`src/rtl/l2_ddr_port_ctrl_if.sv`:
```
// MIG-style app bus between the L2 DDR port controller (master) and the memory controller (slave).
interface l2_ddr_port_ctrl_if #(
  parameter int unsigned ADDR_W = 24
) ();
  logic              app_en;
  logic [2:0]        app_cmd;
  logic [ADDR_W+2:0] app_addr;
  logic              app_rdy;
  logic [127:0]      app_wdf_data;
  logic              app_wdf_wren;
  logic              app_wdf_end;
  logic              app_wdf_rdy;
  logic [127:0]      app_rd_data;
  logic              app_rd_data_valid;
  logic              init_calib_complete;

  modport master (
    output app_en, app_cmd, app_addr, app_wdf_data, app_wdf_wren, app_wdf_end,
    input  app_rdy, app_wdf_rdy, app_rd_data, app_rd_data_valid, init_calib_complete
  );

  modport slave (
    input  app_en, app_cmd, app_addr, app_wdf_data, app_wdf_wren, app_wdf_end,
    output app_rdy, app_wdf_rdy, app_rd_data, app_rd_data_valid, init_calib_complete
  );
endinterface

```
`src/rtl/l2_ddr_port_ctrl.sv`:
```
// DDR-side port for the L2 cache: bus grant, burst conversion onto the MIG app bus, fetch window.
// Optional statistics counters are built when L2_DDR_PORT_STATS_EN is defined.
module l2_ddr_port_ctrl #(
  parameter int unsigned ADDR_W       = 24,
  parameter int unsigned BURST_BEATS  = 8,
  parameter int unsigned WINDOW_WORDS = 512
) (
  input  logic              clk_166M66,
  input  logic              mcu_sys_rst,
  input  logic              i_l2_ddr_operate_enable,
  input  logic              i_l2_ddr_rw,
  output logic              o_l2_ddr_bus_enable,
  output logic              o_l2_ddr_operate_lock,
  output logic              o_l2_ddr_force_loading,
  input  logic              i_ddr_base_addr_inc,
  input  logic              i_ddr_base_addr_dec,
  input  logic              i_jump_valid,
  input  logic [ADDR_W-1:0] i_jump_addr,
  output logic [127:0]      o_l2_rd_data,
  output logic              o_l2_rd_valid,
  input  logic [127:0]      i_l2_wr_data,
  output logic              o_l2_wr_ready,
  l2_ddr_port_ctrl_if.master app,
  output logic [31:0]       o_stat_rd_beats,
  output logic [31:0]       o_stat_wr_beats,
  output logic [31:0]       o_stat_stall
);

  localparam int unsigned       CNT_W     = $clog2(BURST_BEATS) + 1;
  localparam logic [2:0]        CMD_RD    = 3'b001;
  localparam logic [2:0]        CMD_WR    = 3'b000;
  localparam logic [ADDR_W-1:0] LOCK_TH   = ADDR_W'(WINDOW_WORDS - BURST_BEATS);
  localparam logic [ADDR_W-1:0] BURST_INC = ADDR_W'(BURST_BEATS);
  localparam logic [CNT_W-1:0]  LAST_BEAT = CNT_W'(BURST_BEATS - 1);

  typedef enum logic [2:0] {IDLE, RD_CMD, RD_WAIT, WR_DATA, WR_CMD} state_t;

  state_t              state_q, state_d;
  logic [ADDR_W-1:0]   base_q, base_d;
  logic [ADDR_W-1:0]   fetch_q, fetch_d;
  logic [ADDR_W-1:0]   wbase_q, wbase_d;
  logic [CNT_W-1:0]    cmd_cnt_q, cmd_cnt_d;
  logic [CNT_W-1:0]    beat_cnt_q, beat_cnt_d;
  logic                bus_en_q, bus_en_d;
  logic                app_en_q, app_en_d;
  logic [2:0]          app_cmd_q, app_cmd_d;
  logic [ADDR_W+2:0]   app_addr_q, app_addr_d;
  logic                wren_q, wren_d;
  logic                rd_valid_q, rd_valid_d;
  logic [127:0]        rd_data_q, rd_data_d;
  logic                force_q, force_d;

  logic [ADDR_W-1:0]   occupancy;
  logic [CNT_W-1:0]    cmd_nxt;
  logic [ADDR_W-1:0]   rd_word_nxt;
  logic [ADDR_W-1:0]   wr_word;
  logic                beat_in;

  // Window occupancy wraps with the pointers; lock is decoded straight from registers.
  assign occupancy             = fetch_q - base_q;
  assign o_l2_ddr_operate_lock = occupancy > LOCK_TH;

  assign cmd_nxt     = cmd_cnt_q + CNT_W'(1);
  assign rd_word_nxt = fetch_q + ADDR_W'(cmd_nxt);
  assign wr_word     = wbase_q + ADDR_W'(cmd_cnt_q);
  assign beat_in     = app.app_rd_data_valid && ((state_q == RD_CMD) || (state_q == RD_WAIT));

  assign o_l2_ddr_bus_enable    = bus_en_q;
  assign o_l2_ddr_force_loading = force_q;
  assign o_l2_rd_data           = rd_data_q;
  assign o_l2_rd_valid          = rd_valid_q;
  assign app.app_en             = app_en_q;
  assign app.app_cmd            = app_cmd_q;
  assign app.app_addr           = app_addr_q;
  // Write data flows through from the L2; the beat is consumed when the MIG takes it.
  assign app.app_wdf_wren       = wren_q;
  assign app.app_wdf_end        = wren_q;
  assign app.app_wdf_data       = wren_q ? i_l2_wr_data : '0;
  assign o_l2_wr_ready          = wren_q && app.app_wdf_rdy;

  always_ff @(posedge clk_166M66) begin
    if (mcu_sys_rst) begin
      state_q    <= IDLE;
      base_q     <= '0;
      fetch_q    <= '0;
      wbase_q    <= '0;
      cmd_cnt_q  <= '0;
      beat_cnt_q <= '0;
      bus_en_q   <= 1'b0;
      app_en_q   <= 1'b0;
      app_cmd_q  <= '0;
      app_addr_q <= '0;
      wren_q     <= 1'b0;
      rd_valid_q <= 1'b0;
      rd_data_q  <= '0;
      force_q    <= 1'b0;
    end else begin
      state_q    <= state_d;
      base_q     <= base_d;
      fetch_q    <= fetch_d;
      wbase_q    <= wbase_d;
      cmd_cnt_q  <= cmd_cnt_d;
      beat_cnt_q <= beat_cnt_d;
      bus_en_q   <= bus_en_d;
      app_en_q   <= app_en_d;
      app_cmd_q  <= app_cmd_d;
      app_addr_q <= app_addr_d;
      wren_q     <= wren_d;
      rd_valid_q <= rd_valid_d;
      rd_data_q  <= rd_data_d;
      force_q    <= force_d;
    end
  end

  always_comb begin
    state_d    = state_q;
    base_d     = base_q;
    fetch_d    = fetch_q;
    wbase_d    = wbase_q;
    cmd_cnt_d  = cmd_cnt_q;
    beat_cnt_d = beat_cnt_q;
    bus_en_d   = bus_en_q;
    app_en_d   = app_en_q;
    app_cmd_d  = app_cmd_q;
    app_addr_d = app_addr_q;
    wren_d     = wren_q;
    rd_valid_d = 1'b0;
    rd_data_d  = rd_data_q;
    force_d    = 1'b0;

    // Read data is forwarded whenever a read burst is in flight, including during commands.
    if (beat_in) begin
      rd_valid_d = 1'b1;
      rd_data_d  = app.app_rd_data;
      beat_cnt_d = beat_cnt_q + CNT_W'(1);
    end

    // Base never passes fetch on an inc; simultaneous inc/dec cancel.
    if (i_ddr_base_addr_inc && !i_ddr_base_addr_dec && (base_q != fetch_q)) begin
      base_d = base_q + ADDR_W'(1);
    end else if (i_ddr_base_addr_dec && !i_ddr_base_addr_inc) begin
      base_d = base_q - ADDR_W'(1);
    end

    case (state_q)
      IDLE: begin
        if (i_jump_valid) begin
          base_d  = i_jump_addr;
          fetch_d = i_jump_addr;
          force_d = 1'b1;
        end else if (app.init_calib_complete && i_l2_ddr_operate_enable &&
                     (i_l2_ddr_rw || !o_l2_ddr_operate_lock)) begin
          bus_en_d   = 1'b1;
          cmd_cnt_d  = '0;
          beat_cnt_d = '0;
          if (i_l2_ddr_rw) begin
            wbase_d = base_q;
            wren_d  = 1'b1;
            state_d = WR_DATA;
          end else begin
            app_en_d   = 1'b1;
            app_cmd_d  = CMD_RD;
            app_addr_d = {fetch_q, 3'b000};
            state_d    = RD_CMD;
          end
        end
      end

      RD_CMD: begin
        if (app.app_rdy) begin
          if (cmd_cnt_q == LAST_BEAT) begin
            app_en_d = 1'b0;
            state_d  = RD_WAIT;
          end else begin
            cmd_cnt_d  = cmd_nxt;
            app_addr_d = {rd_word_nxt, 3'b000};
          end
        end
      end

      RD_WAIT: begin
        if (beat_in && (beat_cnt_q == LAST_BEAT)) begin
          fetch_d  = fetch_q + BURST_INC;
          bus_en_d = 1'b0;
          state_d  = IDLE;
        end
      end

      // Each write beat is followed by its own command before the next beat is taken.
      WR_DATA: begin
        if (app.app_wdf_rdy) begin
          wren_d     = 1'b0;
          app_en_d   = 1'b1;
          app_cmd_d  = CMD_WR;
          app_addr_d = {wr_word, 3'b000};
          state_d    = WR_CMD;
        end
      end

      WR_CMD: begin
        if (app.app_rdy) begin
          app_en_d = 1'b0;
          if (cmd_cnt_q == LAST_BEAT) begin
            bus_en_d = 1'b0;
            state_d  = IDLE;
          end else begin
            cmd_cnt_d = cmd_nxt;
            wren_d    = 1'b1;
            state_d   = WR_DATA;
          end
        end
      end

      default: state_d = IDLE;
    endcase
  end

`ifdef L2_DDR_PORT_STATS_EN
  logic [31:0] stat_rd_q, stat_wr_q, stat_stall_q;

  // Saturating event counters.
  always_ff @(posedge clk_166M66) begin
    if (mcu_sys_rst) begin
      stat_rd_q    <= '0;
      stat_wr_q    <= '0;
      stat_stall_q <= '0;
    end else begin
      if (rd_valid_q && (stat_rd_q != 32'hFFFF_FFFF)) begin
        stat_rd_q <= stat_rd_q + 32'd1;
      end
      if (wren_q && app.app_wdf_rdy && (stat_wr_q != 32'hFFFF_FFFF)) begin
        stat_wr_q <= stat_wr_q + 32'd1;
      end
      if (app_en_q && !app.app_rdy && (stat_stall_q != 32'hFFFF_FFFF)) begin
        stat_stall_q <= stat_stall_q + 32'd1;
      end
    end
  end

  assign o_stat_rd_beats = stat_rd_q;
  assign o_stat_wr_beats = stat_wr_q;
  assign o_stat_stall    = stat_stall_q;
`else
  assign o_stat_rd_beats = 32'h0;
  assign o_stat_wr_beats = 32'h0;
  assign o_stat_stall    = 32'h0;
`endif

endmodule
```
`src/flat_wrapper.sv`:
```
// flat-port wrapper written by rule: the top's interface ports become plain ports
module l2_ddr_port_ctrl_flat 
#(
  parameter int unsigned ADDR_W       = 24,
  parameter int unsigned BURST_BEATS  = 8,
  parameter int unsigned WINDOW_WORDS = 512
)
  (clk_166M66, mcu_sys_rst, i_l2_ddr_operate_enable, i_l2_ddr_rw, o_l2_ddr_bus_enable, o_l2_ddr_operate_lock, o_l2_ddr_force_loading, i_ddr_base_addr_inc, i_ddr_base_addr_dec, i_jump_valid, i_jump_addr, o_l2_rd_data, o_l2_rd_valid, i_l2_wr_data, o_l2_wr_ready, o_stat_rd_beats, o_stat_wr_beats, o_stat_stall, app_app_en, app_app_cmd, app_app_addr, app_app_wdf_data, app_app_wdf_wren, app_app_wdf_end, app_app_rdy, app_app_wdf_rdy, app_app_rd_data, app_app_rd_data_valid, app_init_calib_complete);
  l2_ddr_port_ctrl_if #(.ADDR_W(ADDR_W)) app_i ();
  input  logic clk_166M66;
  input  logic mcu_sys_rst;
  input  logic i_l2_ddr_operate_enable;
  input  logic i_l2_ddr_rw;
  output logic o_l2_ddr_bus_enable;
  output logic o_l2_ddr_operate_lock;
  output logic o_l2_ddr_force_loading;
  input  logic i_ddr_base_addr_inc;
  input  logic i_ddr_base_addr_dec;
  input  logic i_jump_valid;
  input  logic [ADDR_W-1:0] i_jump_addr;
  output logic [127:0] o_l2_rd_data;
  output logic o_l2_rd_valid;
  input  logic [127:0] i_l2_wr_data;
  output logic o_l2_wr_ready;
  output logic [31:0] o_stat_rd_beats;
  output logic [31:0] o_stat_wr_beats;
  output logic [31:0] o_stat_stall;
  output wire logic [$bits(app_i.app_en)-1:0] app_app_en;
  output wire logic [$bits(app_i.app_cmd)-1:0] app_app_cmd;
  output wire logic [$bits(app_i.app_addr)-1:0] app_app_addr;
  output wire logic [$bits(app_i.app_wdf_data)-1:0] app_app_wdf_data;
  output wire logic [$bits(app_i.app_wdf_wren)-1:0] app_app_wdf_wren;
  output wire logic [$bits(app_i.app_wdf_end)-1:0] app_app_wdf_end;
  input wire logic [$bits(app_i.app_rdy)-1:0] app_app_rdy;
  input wire logic [$bits(app_i.app_wdf_rdy)-1:0] app_app_wdf_rdy;
  input wire logic [$bits(app_i.app_rd_data)-1:0] app_app_rd_data;
  input wire logic [$bits(app_i.app_rd_data_valid)-1:0] app_app_rd_data_valid;
  input wire logic [$bits(app_i.init_calib_complete)-1:0] app_init_calib_complete;
  assign app_app_en = app_i.app_en;
  assign app_app_cmd = app_i.app_cmd;
  assign app_app_addr = app_i.app_addr;
  assign app_app_wdf_data = app_i.app_wdf_data;
  assign app_app_wdf_wren = app_i.app_wdf_wren;
  assign app_app_wdf_end = app_i.app_wdf_end;
  assign app_i.app_rdy = app_app_rdy;
  assign app_i.app_wdf_rdy = app_app_wdf_rdy;
  assign app_i.app_rd_data = app_app_rd_data;
  assign app_i.app_rd_data_valid = app_app_rd_data_valid;
  assign app_i.init_calib_complete = app_init_calib_complete;
  l2_ddr_port_ctrl #(.ADDR_W(ADDR_W), .BURST_BEATS(BURST_BEATS), .WINDOW_WORDS(WINDOW_WORDS)) u_core (.clk_166M66(clk_166M66), .mcu_sys_rst(mcu_sys_rst), .i_l2_ddr_operate_enable(i_l2_ddr_operate_enable), .i_l2_ddr_rw(i_l2_ddr_rw), .o_l2_ddr_bus_enable(o_l2_ddr_bus_enable), .o_l2_ddr_operate_lock(o_l2_ddr_operate_lock), .o_l2_ddr_force_loading(o_l2_ddr_force_loading), .i_ddr_base_addr_inc(i_ddr_base_addr_inc), .i_ddr_base_addr_dec(i_ddr_base_addr_dec), .i_jump_valid(i_jump_valid), .i_jump_addr(i_jump_addr), .o_l2_rd_data(o_l2_rd_data), .o_l2_rd_valid(o_l2_rd_valid), .i_l2_wr_data(i_l2_wr_data), .o_l2_wr_ready(o_l2_wr_ready), .app(app_i), .o_stat_rd_beats(o_stat_rd_beats), .o_stat_wr_beats(o_stat_wr_beats), .o_stat_stall(o_stat_stall));
endmodule
```
`config.mk`:
```
export PLATFORM = sky130hd
export DESIGN_NAME = l2_ddr_port_ctrl_flat
export DESIGN_NICKNAME = d
export VERILOG_FILES = /design/src/rtl/l2_ddr_port_ctrl_if.sv /design/src/rtl/l2_ddr_port_ctrl.sv /design/src/flat_wrapper.sv
export SDC_FILE = /design/constraint.sdc
export NUM_CORES = 1
export LEC_CHECK = 0
export CELL_PAD_IN_SITES_DETAIL_PLACEMENT = 2
export CELL_PAD_IN_SITES_GLOBAL_PLACEMENT = 2
export CORE_AREA = 4 4 264 266
export DETAILED_ROUTE_END_ITERATION = 12
export DIE_AREA = 0 0 268 270
export PLACE_DENSITY = 0.83
export SYNTH_ARGS = -nofsm -noshare
export SYNTH_HDL_FRONTEND = slang
export SYNTH_SLANG_ARGS = --single-unit
```
`constraint.sdc`:
```
create_clock -name clk_166M66 -period 7.38 [get_ports clk_166M66]
set_input_delay 0.738 -clock clk_166M66 [delete_from_list [all_inputs] [get_ports clk_166M66]]
set_output_delay 0.738 -clock clk_166M66 [all_outputs]
set_load 0.05 [all_outputs]
```
==> reports/summary.log, run 1 <==
[floorplanning] Die Width 268 um
[global_route] pin count of the biggest net entering global routing 133
[layout] most frequent cells in the layout clkdlybuf4s50_1 (578), nand2_1 (452), a21oi_1 (263)
[power] power per cell area 296 nW/um2
[routing] post-DR wirelength/cell 24.6 um
[yosys] Synth async-reset ratio 0%
[power] leakage power summed over all cells 0.00777 uW
[clock_tree] maximum root-to-sink buffer count 3
[routing] 1st-pass router iterations 5
[layout] FILL cells 7756
[power] maximum resistive drop on vdd 170 uV
[global_route] antenna violations before repair 37
[sta] summed negative setup slack over all endpoints 0 ns
[sta] period utilisation layout 79.1%
[placed_design] RD Place Congestion 0.882
[floorplanning] Starting Density 21.6%
[critical_path] arrival time of data at the critical path endpoint 5.10 ns
[floorplanning] overall die height 270 um
[layout] area added between synthesis and finish 49.4%
[sta] final-report max-slew violation count 0
[sta] setup violators final 0
[clock_tree] TritonCTS clock tree built
[clock_tree] number of buffers added by the clock tree synthesis step 31
[critical_path] element type at the critical path end output port
[clock_tree] cell at the root of the clock tree clkbuf_16
[global_route] global-route track usage on met2 39.8%
[sta] maximum clock frequency 171 MHz
[global_route] met1 Use GR 23.6%
[global_route] total global routing overflow 0
[clock_tree] post_cts resized 0
[clock_tree] Clock Pin Slew Worst Setup and Hold Paths 0.06 ns
[placed_design] I/O Buffers 579
[critical_path] Worst Path Required 6.64 ns
[routing] detailed-route DRC error count 0
[outcome] outcome finished clean
[clock_tree] # Post-CTS Setup Buffers 0
[placed_design] detailed placement HPWL 67500 um
[routing] Vias 16200
[routing] detail-routed via count per cell 4.77
[yosys] number of instances in the synthesized netlist 1988
[job] max-cap violation count 0
[floorplanning] core area 67000 um2
[sta] post-layout minimum cycle time 5.84 ns
[global_route] wire length of the first global-routing pass 119000 um
[global_route] overall fraction of global-route tracks in use 21.8%
[layout] most frequent standard cell in the layout excluding fill and tap cells clkdlybuf4s50_1
[global_route] via count of the first global-routing pass 17400
[layout] fin area 21600 um2
[sta] max-slew headroom at the worst pin 17.7%
[clock_tree] clock insertion delay at the later pin of the skew report 0.59 ns
[routing] Starting DRT DRC Count 844
[layout] nets@finish 2813
[floorplanning] Die Footprint 72400 um2
[yosys] average cell area after synthesis 7.29 um2
[clock_tree] clock sink total 241
[routing] total length of routed wires 83800 um
[critical_path] element type at the critical path start register
[yosys] Post-synth EDFFs 0
[global_route] GR Layer Usage met3 4.99%
[critical_path] WS Path Type register to output port
[yosys] Top FF cell, synth dfxtp_1
[yosys] count of different cell masters after synthesis 83
[placed_design] placed instance area 20500 um2
[yosys] post-synthesis sequential element count 241
[routing] number of nets with antenna violations after routing 0
[sta] final hold violations 0
[clock_tree] maximum level of the CTS H-tree 1
[critical_path] biggest fanout along the worst timing path 7
[sta] final worst clock skew 0.00853 ns
[floorplanning] num ports 681
[global_route] global routing's busiest layer met2
[hold_path] class of the tightest hold or removal check register to register
[yosys] sequential share of the synthesized area 33.3%
[floorplanning] Site Rows 95
[yosys] number of warnings printed during yosys synthesis 0
[yosys] cell area after synthesis 14500 um2
[layout] share of layout cells above drive strength 1 4.19%
[clock_tree] Hold-fix buffers, CTS 0
[sta] transition time at the pin with the least slew margin 1.23 ns
[sta] RSZ-0062 raised after global routing no
-- cells by family after synthesis --
| group | after synthesis | synth area share, % |
|---|---|---|
| other | 1 | 0.0259 |
| XOR/XNOR | 72 | 4.35 |
| multiplexers | 15 | 1.04 |
| flip-flops | 241 | 33.3 |
| AND/OR/NAND/NOR | 889 | 28.4 |
| AO/OA/AOI/OAI | 449 | 18.6 |
| adder cells (fa/ha/maj) | 39 | 3.52 |
| buffers and inverters | 282 | 10.8 |
-- power breakdown --
group / internal, uW / switching [uW]
clock network: 945 / 666
logic: 1030 / 2090
registers: 1460 / 221
-- registers in the layout, indices dropped and copies added, names as in the netlist --
name and count:
u_core.app.app_en 1, u_core.app.app_cmd 1, u_core.o_l2_ddr_force_loading 1, u_core.fetch_q 24, u_core.o_l2_ddr_bus_enable 1, u_core.wbase_q 24, u_core.cmd_cnt_q 4, u_core.base_q 24
u_core.o_l2_rd_valid 1, u_core.beat_cnt_q 4, u_core.state_q 3, u_core.o_l2_rd_data 128, u_core.app.app_addr 24, u_core.app.app_wdf_end 1
-- critical path: stages, from the launching register on --
cell and delay (ns):
dfxtp_1 0.40, inv_1 0.12, ha_1 0.46, o211ai_1 0.15, o21ai_0 0.64, nor3b_1 0.40
nor2_1 0.11, xnor2_1 0.15, or4_1 0.49, nor4_1 0.31, nand4b_1 0.12, or3_2 0.43
clkdlybuf4s50_1 0.72
-- worst paths after layout --
check                                 from                        to  slack [ns]  cells past startpoint
setup / recovery          u_core.base_q[5]     o_l2_ddr_operate_lock        1.54                     12
hold / removal    u_core.o_l2_rd_data[100]  u_core.o_l2_rd_data[100]        0.46                      2
setup reg to reg         u_core.base_q[16]   u_core.app.app_addr[11]        2.71                     12
hold reg to reg   u_core.o_l2_rd_data[100]  u_core.o_l2_rd_data[100]        0.46                      2
-- metal layers --
metal | share of wire (%) | up-vias
met5 | 0.047 | -
met4 | 4.6 | 6
met3 | 6.5 | 159
met2 | 51 | 590
met1 | 37 | 7949
li1 | - | 7507
-- area by class of cell --
cell class,count,area (um2),area share (%)
inverters,49,184,0.850
flip-flops and latches,241,4830,22.3
clock buffers,35,821,3.79
repair buffers,595,5920,27.3
diodes,18,45.0,0.208
clock inverters,23,251,1.16
multi-input cells,1565,8510,39.3
well taps,873,1090,5.05
-- through the flow --
stage | setup WS (ns) | hold slack [ns] | utilization, % | cells | total power (uW)
6_report | 1.54 | 0.458 | 32.3 | 3399 | 6420
5_1_grt | 1.21 | 0.476 | 32.3 | 3399 | 6770
4_1_cts | 1.48 | 0.460 | 32.2 | 3381 | 6470
3_5_place_dp | 2.13 | 0.451 | 30.6 | 3323 | 4820
3_3_place_gp | 2.20 | 0.442 | 30.6 | 3323 | 4730
2_1_floorplan | 3.25 | 0.436 | - | 2088 | 3750
-- synthesized netlist by cell type (all sizes together), types with 7 or more instances --
| cell | number | area [um2] |
|---|---|---|
| nand2 | 452 | 1700 |
| a21oi | 269 | 1380 |
| dfxtp | 241 | 4820 |
| and2 | 135 | 845 |
| nor2 | 124 | 465 |
| clkbuf | 118 | 513 |
| buf | 115 | 872 |
| o21ai | 60 | 304 |
| inv | 48 | 180 |
| xnor2 | 46 | 403 |
| nand3 | 37 | 185 |
| nor3 | 37 | 185 |
| ha | 36 | 450 |
| xor2 | 26 | 228 |
| nand4 | 20 | 131 |
| a211oi | 15 | 113 |
| and3 | 15 | 93.8 |
| mux2i | 15 | 150 |
| a211o | 14 | 123 |
| nor4 | 14 | 87.6 |
| or3 | 13 | 93.8 |
| a31oi | 10 | 77.6 |
| o22ai | 9 | 56.3 |
| a311oi | 8 | 70.1 |
| nor3b | 8 | 60.1 |
| a21o | 7 | 53.8 |
| a22oi | 7 | 52.6 |
| and4 | 7 | 62.6 |
| o31ai | 7 | 52.6 |
(Power assumes the default switching activity.)
==> run 2: changes to the inputs <==
--- a/config.mk
+++ b/config.mk
@@ -7,10 +7,10 @@
 export LEC_CHECK = 0
 export CELL_PAD_IN_SITES_DETAIL_PLACEMENT = 2
 export CELL_PAD_IN_SITES_GLOBAL_PLACEMENT = 2
-export CORE_AREA = 4 4 264 266
+export CORE_MARGIN = 4
+export CORE_UTILIZATION = 22
 export DETAILED_ROUTE_END_ITERATION = 12
-export DIE_AREA = 0 0 268 270
-export PLACE_DENSITY = 0.83
+export PLACE_DENSITY = 0.84
 export SYNTH_ARGS = -nofsm -noshare
 export SYNTH_HDL_FRONTEND = slang
 export SYNTH_SLANG_ARGS = --single-unit
==> constraint.sdc (replaced) <==
create_clock -name clk_166M66 -period 5.9 [get_ports clk_166M66]
set_input_delay 0.59 -clock clk_166M66 [delete_from_list [all_inputs] [get_ports clk_166M66]]
set_output_delay 0.59 -clock clk_166M66 [all_outputs]
set_load 0.05 [all_outputs]
==> reports/summary.log, run 2 (synthesized netlist as in run 1, its figures left out) <==
[outcome] outcome finished clean
[floorplanning] core area 64800 um2
[sta] max-slew headroom at the worst pin 15.5%
[layout] final core occ 33.3%
[layout] most frequent cells in the layout clkdlybuf4s50_1 (577), nand2_1 (452), a21oi_1 (263)
[critical_path] Worst Path Required 5.31 ns
[critical_path] arrival time of data at the critical path endpoint 4.66 ns
[critical_path] Critical path buffers and inverters 2
[routing] post-DR wirelength/cell 24.4 um
[layout] area added between synthesis and finish 48.9%
[layout] number of flip-flops in the largest register 128
[global_route] overall fraction of global-route tracks in use 22.0%
[clock_tree] maximum level of the CTS H-tree 1
[global_route] via count of the first global-routing pass 17600
[clock_tree] clock sink total 241
[clock_tree] maximum root-to-sink buffer count 3
[power] maximum resistive drop on vdd 219 uV
[clock_tree] TritonCTS clock tree built
[power] relative contribution of combinational cells to total power 49.3%
[critical_path] register-to-register setup slack 1.24 ns
[floorplanning] Die Width 265 um
[global_route] pin count of the biggest net entering global routing 133
[power] proportion of power drawn by the clock network 24.2%
[placed_design] detailed placement HPWL 65800 um
[placed_design] I/O Buffers 579
[layout] final instance count without filler cells 3377
[critical_path] series of cell instances along the critical path ha_1 > inv_1 > fa_1 > a211oi_1 > o21ai_0 > nand2b_1 > a21boi_0 > xnor2_1 > or4_1 > nor4_1 > nand4b_1 > or3_2 > dlymetal6s2s_1
[layout] most frequent standard cell in the layout excluding fill and tap cells clkdlybuf4s50_1
[placed_design] RD Place Congestion 0.880
[sta] RSZ-0062 raised after global routing no
[routing] detail-routed via count per cell 4.77
[sta] summed negative setup slack over all endpoints 0 ns
[hold_path] class of the tightest hold or removal check input port to register
[sta] final-report max-slew violation count 0
[power] total design power 7980 uW
[critical_path] WS Path Type register to output port
[floorplanning] num ports 681
[power] power per cell area 370 nW/um2
[routing] number of nets with antenna violations after routing 0
[floorplanning] Die Footprint 70000 um2
[layout] nets@finish 2811
[floorplanning] overall die height 265 um
[critical_path] element type at the critical path start register
[power] leakage power summed over all cells 0.00771 uW
[clock_tree] Hold-fix buffers, CTS 0
[sta] setup violators final 0
[sta] period utilisation layout 89.1%
[clock_tree] clock insertion delay at the later pin of the skew report 0.59 ns
[global_route] wire length of the first global-routing pass 119000 um
[critical_path] top cell family by delay on the critical path simple AND/OR/NAND/NOR gates
[sta] post-layout minimum cycle time 5.25 ns
[global_route] total global routing overflow 0
[clock_tree] cell at the root of the clock tree clkbuf_16
[sta] final worst clock skew 0.0226 ns
[floorplanning] Site Rows 93
[floorplanning] Starting Density 22.4%
[routing] Starting DRT DRC Count 757
[critical_path] Slowest-stage cell, CP or4_1
[sta] transition time at the pin with the least slew margin 1.26 ns
[routing] detailed-route DRC error count 0
[global_route] antenna violations before repair 24
[power] cell-internal power 4230 uW
[power] switching power share of the total 47.0%
[job] max-cap violation count 0
[layout] share of layout cells above drive strength 1 4.07%
[sta] final hold violations 0
[power] Sequential Power Share 26.5%
[placed_design] placed instance area 20500 um2
[routing] Vias 16100
[routing] total length of routed wires 82500 um
[placed_design] Inst Count DP 3303
[critical_path] delay contributed by the slowest stage of the critical path 0.52 ns
[clock_tree] Clock Pin Slew Worst Setup and Hold Paths 0.06 ns
[critical_path] biggest fanout along the worst timing path 9
[power] Net Switching 3750 uW
[layout] fin area 21600 um2
[critical_path] element type at the critical path end output port
[routing] 1st-pass router iterations 4
[clock_tree] number of buffers added by the clock tree synthesis step 31
[sta] maximum clock frequency 190 MHz
[run 2: worst register-to-register path, delay by kind of cell, from the launching register on]
kind	cells	cell delay [ns]
flops	1	0.46
buf+inv	2	0.42
fa+ha+maj	2	0.69
xor+xnor	1	0.17
compound gates	7	2.29
simple gates	2	0.53
[run 2: routing by layer]
layer	vias up	GRT usage [%]	share of wire, %
met1	7949	26.3	41
li1	7510	-	-
met3	122	7.33	8.1
met5	-	0	0.063
met2	535	36.6	47
met4	8	8.72	3.8
[run 2: area by class of cell]
class | count | area, um2
Tap cell | 855 | 1070
Timing Repair Buffer | 593 | 5900
Sequential cell | 241 | 4830
Antenna cell | 17 | 42.5
Clock buffer | 44 | 935
Multi-Input combinational cell | 1565 | 8510
Fill cell | 7462 | 43200
Inverter | 49 | 184
Clock inverter | 13 | 101
[run 2: power by group through the flow]
| stage | logic [uW] | clock network (uW) | registers, uW |
|---|---|---|---|
| 2_1_floorplan | 2260 | 0 | 2430 |
| 3_3_place_gp | 3840 | 0 | 2120 |
| 3_5_place_dp | 3910 | 0 | 2140 |
| 4_1_cts | 3940 | 1990 | 2110 |
| 5_1_grt | 4210 | 2060 | 2150 |
| 6_report | 3940 | 1930 | 2110 |
[run 2: worst paths after layout]
check                                              from                      end  cells past startpoint
worst max-delay path                   u_core.base_q[0]    o_l2_ddr_operate_lock                     13
worst min-delay path                        mcu_sys_rst   u_core.app.app_addr[4]                      2
worst max register to register         u_core.base_q[0]  u_core.app.app_addr[21]                     14
worst min register to register  u_core.o_l2_rd_data[18]  u_core.o_l2_rd_data[18]                      2
[run 2: metrics by stage]
step	worst slack (ns)	hold slack, ns
6_report	0.645	0.373
5_1_grt	0.325	0.358
4_1_cts	0.193	0.341
3_5_place_dp	0.897	0.450
3_3_place_gp	0.882	0.442
2_1_floorplan	1.92	0.436
[run 2: timing repair]
action                     CTS  global route
setup buffers                0             0
gates resized for setup      0             3
setup endpoints to repair    0             1
==> run 3: changes to the inputs <==
--- a/config.mk
+++ b/config.mk
@@ -9,6 +9,7 @@
 export CELL_PAD_IN_SITES_GLOBAL_PLACEMENT = 2
 export CORE_MARGIN = 4
 export CORE_UTILIZATION = 22
+export CTS_CLUSTER_SIZE = 30
 export DETAILED_ROUTE_END_ITERATION = 12
 export PLACE_DENSITY = 0.84
 export SYNTH_ARGS = -nofsm -noshare
==> results of run 3 <==
The final DEF is identical to that of run 2; final timing and power are the same.
